$ cat config.mk
export PLATFORM = sky130hd
export DESIGN_NAME = if_stage
export DESIGN_NICKNAME = d
export VERILOG_FILES = /design/src/rtl/if_stage.sv
export SDC_FILE = /design/constraint.sdc
export NUM_CORES = 1
export LEC_CHECK = 0
export ABC_AREA = 1
export BUFFER_PORTS_ARGS = -buffer_cell sky130_fd_sc_hd__buf_2
export CAP_MARGIN = 20
export CORE_UTILIZATION = 56
export DETAILED_ROUTE_END_ITERATION = 10
export MAX_ROUTING_LAYER = met4
export PLACE_DENSITY = 0.95
export SYNTH_ARGS = -nofsm -noshare
export SYNTH_HDL_FRONTEND = slang
export SYNTH_SLANG_ARGS = --single-unit
$ cat constraint.sdc
create_clock -name clk -period 3.45 [get_ports clk]
set_input_delay 0.69 -clock clk [delete_from_list [all_inputs] [get_ports clk]]
set_output_delay 0.69 -clock clk [all_outputs]
set_load 0.005 [all_outputs]
$ cat src/rtl/if_stage.sv
// Instruction-fetch stage: issues one imem read at a time and presents the
// returned instruction to decode, with execute-stage redirects.
module if_stage #(
  parameter logic [31:0] RESET_PC = 32'h0000_0000,
  parameter logic [31:0] NOP_INST = 32'h0000_0013
) (
  input  logic        clk,
  input  logic        rst,
  input  logic        EX_take_br,
  input  logic [31:0] EX_br_pc,
  input  logic        IF_ID_rdy,
  output logic        imem_req,
  output logic [31:0] imem_addr,
  input  logic        imem_rvalid,
  input  logic [31:0] imem_rdata,
  output logic [31:0] IF_pc,
  output logic [31:0] IF_inst,
  output logic        IF_vld
);

  typedef enum logic [1:0] {FETCH, WAIT, DROP} state_t;

  state_t      state;
  logic [31:0] fetch_pc;
  logic [31:0] req_pc;
  logic        slot_free;

  assign slot_free = !IF_vld || IF_ID_rdy;
  assign imem_req  = rst && (state == FETCH) && slot_free && !EX_take_br;
  assign imem_addr = fetch_pc;

  always_ff @(posedge clk) begin
    if (!rst) begin
      state    <= FETCH;
      fetch_pc <= RESET_PC;
      req_pc   <= RESET_PC;
      IF_vld   <= 1'b0;
      IF_pc    <= 32'h0000_0000;
      IF_inst  <= NOP_INST;
    end else if (EX_take_br) begin
      // Redirect wins over consume and response; a still-pending read must be drained in DROP.
      fetch_pc <= EX_br_pc & 32'hFFFF_FFFC;
      IF_vld   <= 1'b0;
      IF_inst  <= NOP_INST;
      case (state)
        WAIT, DROP: state <= imem_rvalid ? FETCH : DROP;
        default:    state <= FETCH;
      endcase
    end else begin
      if (IF_vld && IF_ID_rdy) begin
        IF_vld  <= 1'b0;
        IF_inst <= NOP_INST;
      end
      case (state)
        FETCH: begin
          if (imem_req) begin
            req_pc <= fetch_pc;
            state  <= WAIT;
          end
        end
        WAIT: begin
          if (imem_rvalid) begin
            IF_inst  <= imem_rdata;
            IF_pc    <= req_pc;
            IF_vld   <= 1'b1;
            fetch_pc <= req_pc + 32'd4;
            state    <= FETCH;
          end
        end
        DROP: begin
          if (imem_rvalid) state <= FETCH;
        end
        default: state <= FETCH;
      endcase
    end
  end

endmodule

# [After elaboration in Yosys (flattened, before gate mapping)]
# Cells that the tools add are included.
[totals] regBits=131 in_bits=69 output_inout_bits=98 wordCells=46
[op_classes] n_addsub=1 n_eq_ne=4 muxes=15 bitwise_logic=2 reduce_logical=17
[ops] op="2-to-1 mux 32 bit" n=6
[ops] op="adder 32 x 3 -> 32 bit (second input constant)" n=1
[ops] op="2-to-1 mux 2 bit" n=5
[ops] op="AND reduction 2 bit" n=3
[ops] op="AND reduction 3 bit" n=2
[ops] op="logical AND 1 bit" n=4
[ops] op="one-hot mux 2 bit (2 select lines)" n=1
[ops] op="nonzero test 2 bit" n=2
[ops] op="OR reduction 2 bit" n=2
[ops] op="2-to-1 mux 1 bit" n=3
[ops] op="inequality test 3 x 1 -> 1 bit (second input constant)" n=1
[ops] op="inequality test 3 bit (second input constant)" n=1
[ops] op="equality test 2 x 1 -> 1 bit (second input constant)" n=1
[ops] op="equality test 2 bit (second input constant)" n=1
[ops] op="logical NOT 1 bit" n=2
[ops] op="logical NOT 2 bit" n=1
[ops] op="NOT 1 bit" n=2
[ops] op="logical OR 1 bit" n=1

# [Longest topological paths before layout]
[depth] ltp_word=7 mapped_depth=12 ltp_nobuf=10

# [Worst setup path before layout]
# OpenSTA, ideal clock, no wires.
[synth_timing] path_kind="in2out" from="input rst" to="output imem_req" arrival_time_ns=1.506 required_time_ns=2.760 slack_ns=1.254 path_stages=7 n_path_buf=3 path_cell_list="buf_2 -> inv_4 -> nor2_4 -> inv_2 -> nor2_1 -> buf_4 -> buf_4"
[synth_via] elab_chain_cells=3
[synth_lines] item="start: declaration" line_no="8" source="input logic rst,"
[synth_lines] item="logical AND 1 bit (3 in series)" line_no="29" source="assign imem_req = rst && (state == FETCH) && slot_free && !EX_take_br;"
[synth_lines] item="end: declaration" line_no="12" source="output logic imem_req,"
# Every way passes these cells.

# [Final worst setup path]
[layout_timing] from="input EX_take_br" to="output imem_req"
[layout_via] elab_chain_cells=2
[layout_lines] item="start: declaration" line_no="9" source="input logic EX_take_br,"
[layout_lines] item="logical NOT 1 bit" line_no="29"
[layout_lines] item="logical AND 1 bit" line_no="29"
# Every way passes these cells.

==> flow_metrics.py <==
metrics = {
    "critical_path": {
        "reg2reg_from": "state[1]",
        "cp_max_fo": 33,
        "arrival_ns": 1.72,
        "r2r-end": "imem_addr[0]",
        "worst-setup-path-type": "input port to output pin",
        "cp-start-kind": "input port",
        "cp-endpoint": "imem_req",
        "worst_setup_path_end_kind": "output pin",
        "crit_path_start": "EX_take_br",
        "rrSetupSlack_ns": 1.21,
        "ff2ff_path_depth": 6,
        "worstPathRequired_ns": 2.76,
    },
    "timing": {
        "fin_crit_ns": 2.41,
        "max_freq_ghz": 0.416,
        "fin_skew_ns": 0.0112,
        "period_share_pct": 69.7,
        "rsz0062_at_grt": "false",
        "setup_ws_ns": 1.04,
        "final.setup.tns_ns": 0,
        "setup_viol": 0,
        "worst_pin_slew_ns": 0.979,
        "maxSlewHeadroom_pct": 34.7,
        "drv_slew": 0,
        "hold_viol": 0,
    },
    "place": {
        "dp_hpwl_mm": 10.4,
        "dp.cells": 1029,
        "gp_routability_congestion": 0.957,
        "place_ws_ns": 0.869,
        "io_buffer_count": 164,
    },
    "floorplan": {
        "die_width_um": 103,
        "die_y_um": 103,
        "core-area_mm2": 0.00977,
        "fp.dieArea_mm2": 0.0105,
        "top_level_ports": 167,
        "rows": 36,
        "start_util_pct": 57.9,
    },
    "grt": {
        "grt_usage_pct": 32.0,
        "grt_pass1_vias": 5435,
        "overflow": 0,
        "grt_pass1_wl_mm": 25.3,
        "antenna_found_initial": 0,
        "grt_max_degree": 65,
    },
    "routing": {
        "dr.pass1.iters": 5,
        "wl_per_cell_um": 15.4,
        "drt_iter0_drc": 398,
        "wl_mm": 16.4,
        "ant_nets": 0,
        "viasPerCell": 5.60,
        "num_vias": 5938,
        "drc": 0,
    },
    "yosys": {
        "synth_compound_area_share_pct": 17.1,
        "yosys-top-cells-count": "nand2_1, dfxtp_1, nor2_1",
        "ys_types": 37,
        "avgSynthCellArea_um2": 7.35,
        "yosys_warnings": 0,
        "ys_top_cells_by_area": "dfxtp_1, nand2_1, nor2_1",
        "syn_inst": 771,
        "ys_seq_area_share_pct": 46.3,
        "ys_ff_latch": 131,
        "async_flop_share_pct": 0,
        "synthXorXnorAreaFrac_pct": 0,
        "synth_edf_count": 0,
        "yosysTopAreaCell": "dfxtp_1",
        "synth-main-ff-cell": "dfxtp_1",
        "synth_top_family_by_area": "simple AND/OR/NAND/NOR gates",
        "yosysMostFrequentCell": "nand2_1",
        "syn_nets": 843,
        "synth_top_area_share_pct": 46.3,
        "synthAdderAreaFrac_pct": 0.663,
        "syn_area_mm2": 0.00566,
        "synthMuxAreaShare_pct": 0,
        "synth-simple-area-share_pct": 26.8,
    },
    "pwr": {
        "ir_drop_mv": 0.312,
        "p_per_area_mw_per_mm2": 515,
        "total_power_uw": 3630,
        "p_leak_uw": 0.00324,
    },
    "layout": {
        "layout.cells.non_filler": 1061,
        "antenna_cells": 0,
        "drive_gt1_share_pct": 23.4,
        "fin_util_pct": 72.2,
        "syn_to_final_growth_pct": 24.6,
        "nets": 987,
    },
    "worst_hold_path": {
        "hp-start": "imem_rdata[4]",
        "hp-class": "input port to register",
    },
    "clock_network": {
        "cts_tree": "yes",
        "cts_hold_buf": 0,
        "worst_skew_pair.late_latency_ns": 0.52,
        "cts_resized": 0,
        "cts_setup_buffers": 0,
        "cts_buffer_depth": 2,
        "clockRootBuffer": "clkbuf_8",
        "htree_levels": 4,
        "cts_sinks": 131,
        "numCtsBuffers": 17,
        "cts.reportedPaths.clkPinSlew_ns": 0.06,
    },
    "outcome": {
        "status": "completed",
    },
    "job": {
        "drv_cap": 0,
    },
}
==> where the power goes <==
group          total [uW]  leakage [uW]  internal (uW)  switching (uW)
Combinational         282       0.00190            110             172
Sequential           1610       0.00106           1560            41.7
Clock                1740      0.000270           1050             691
==> routing by layer <==
layer	part of all wire, %	up-vias	global-route usage [%]
met5	0	-	-
met4	2.3	0	13.7
met3	8.7	41	8.20
met2	49	315	52.5
met1	40	2735	37.0
li1	-	2847	-
==> through the flow <==
stage	instance area (um^2)	hold WS, ns
after floorplan	5660	0.450
after global placement	6480	0.449
after detailed placement	6480	0.456
after CTS	7060	0.403
after global routing	7060	0.411
final	7060	0.407
==> flip-flops by register name, summed over array words and instances (netlist names) <==
signal and count:
IF_vld 1, IF_pc 32, req_pc 32, imem_addr 32, IF_inst 32, state 2
==> critical path: stages <==
cell and delay (ns):
buf_2 0.63, nor2_4 0.10, inv_2 0.11, nor2_4 0.06
buf_2 0.12
==> placed cells by master, fill, tap and decap left out, types with 2 or more instances in the layout <==
master      netlist  layout
nand2_1         170     170
buf_2            11     164
dfxtp_1         131     131
nor2_1           86      85
inv_1            71      71
nand3_1          61      61
a21oi_1          52      52
o21ai_0          47      47
o31ai_1          21      21
a22o_1           16      16
clkbuf_16         0      16
nor3_1           11      11
a31oi_1          11      11
nand4_1          10      10
buf_4             8       6
o21ai_1           5       5
clkinvlp_4        0       5
nand3b_1          4       4
nor2_4            2       3
o22ai_1           3       3
a211oi_1          3       3
nand2_2           3       3
ha_1              3       3
inv_6             0       3
inv_4             2       2
inv_2             2       2
nor2_2            2       2
clkbuf_8          0       2
bufinv_16         0       2
clkinv_4          0       2
clkinv_2          0       2
==> area by class of cell <==
| cell class | count | area, um^2 |
|---|---|---|
| clock inverters | 14 | 151 |
| multi-input cells | 520 | 2530 |
| repair buffers | 170 | 866 |
| flip-flops and latches | 131 | 2620 |
| fillers | 786 | 2720 |
| inverters | 75 | 287 |
| clock buffers | 18 | 428 |
| well taps | 133 | 166 |
==> worst min-delay path by stage <==
stage | end | depth (start not counted)
floorplan | IF_pc[0] | 2
finish | IF_inst[4] | 3
global route | IF_inst[4] | 3
detailed placement | IF_pc[12] | 2
CTS | IF_inst[4] | 3
global placement | IF_pc[12] | 2
==> kinds of logic after synthesis <==
logic type | count (synthesis)
buf+inv | 120
compound gates | 163
simple gates | 354
flops | 131
fa+ha+maj | 3
No activity file was read; power rests on OpenSTA's default activity.
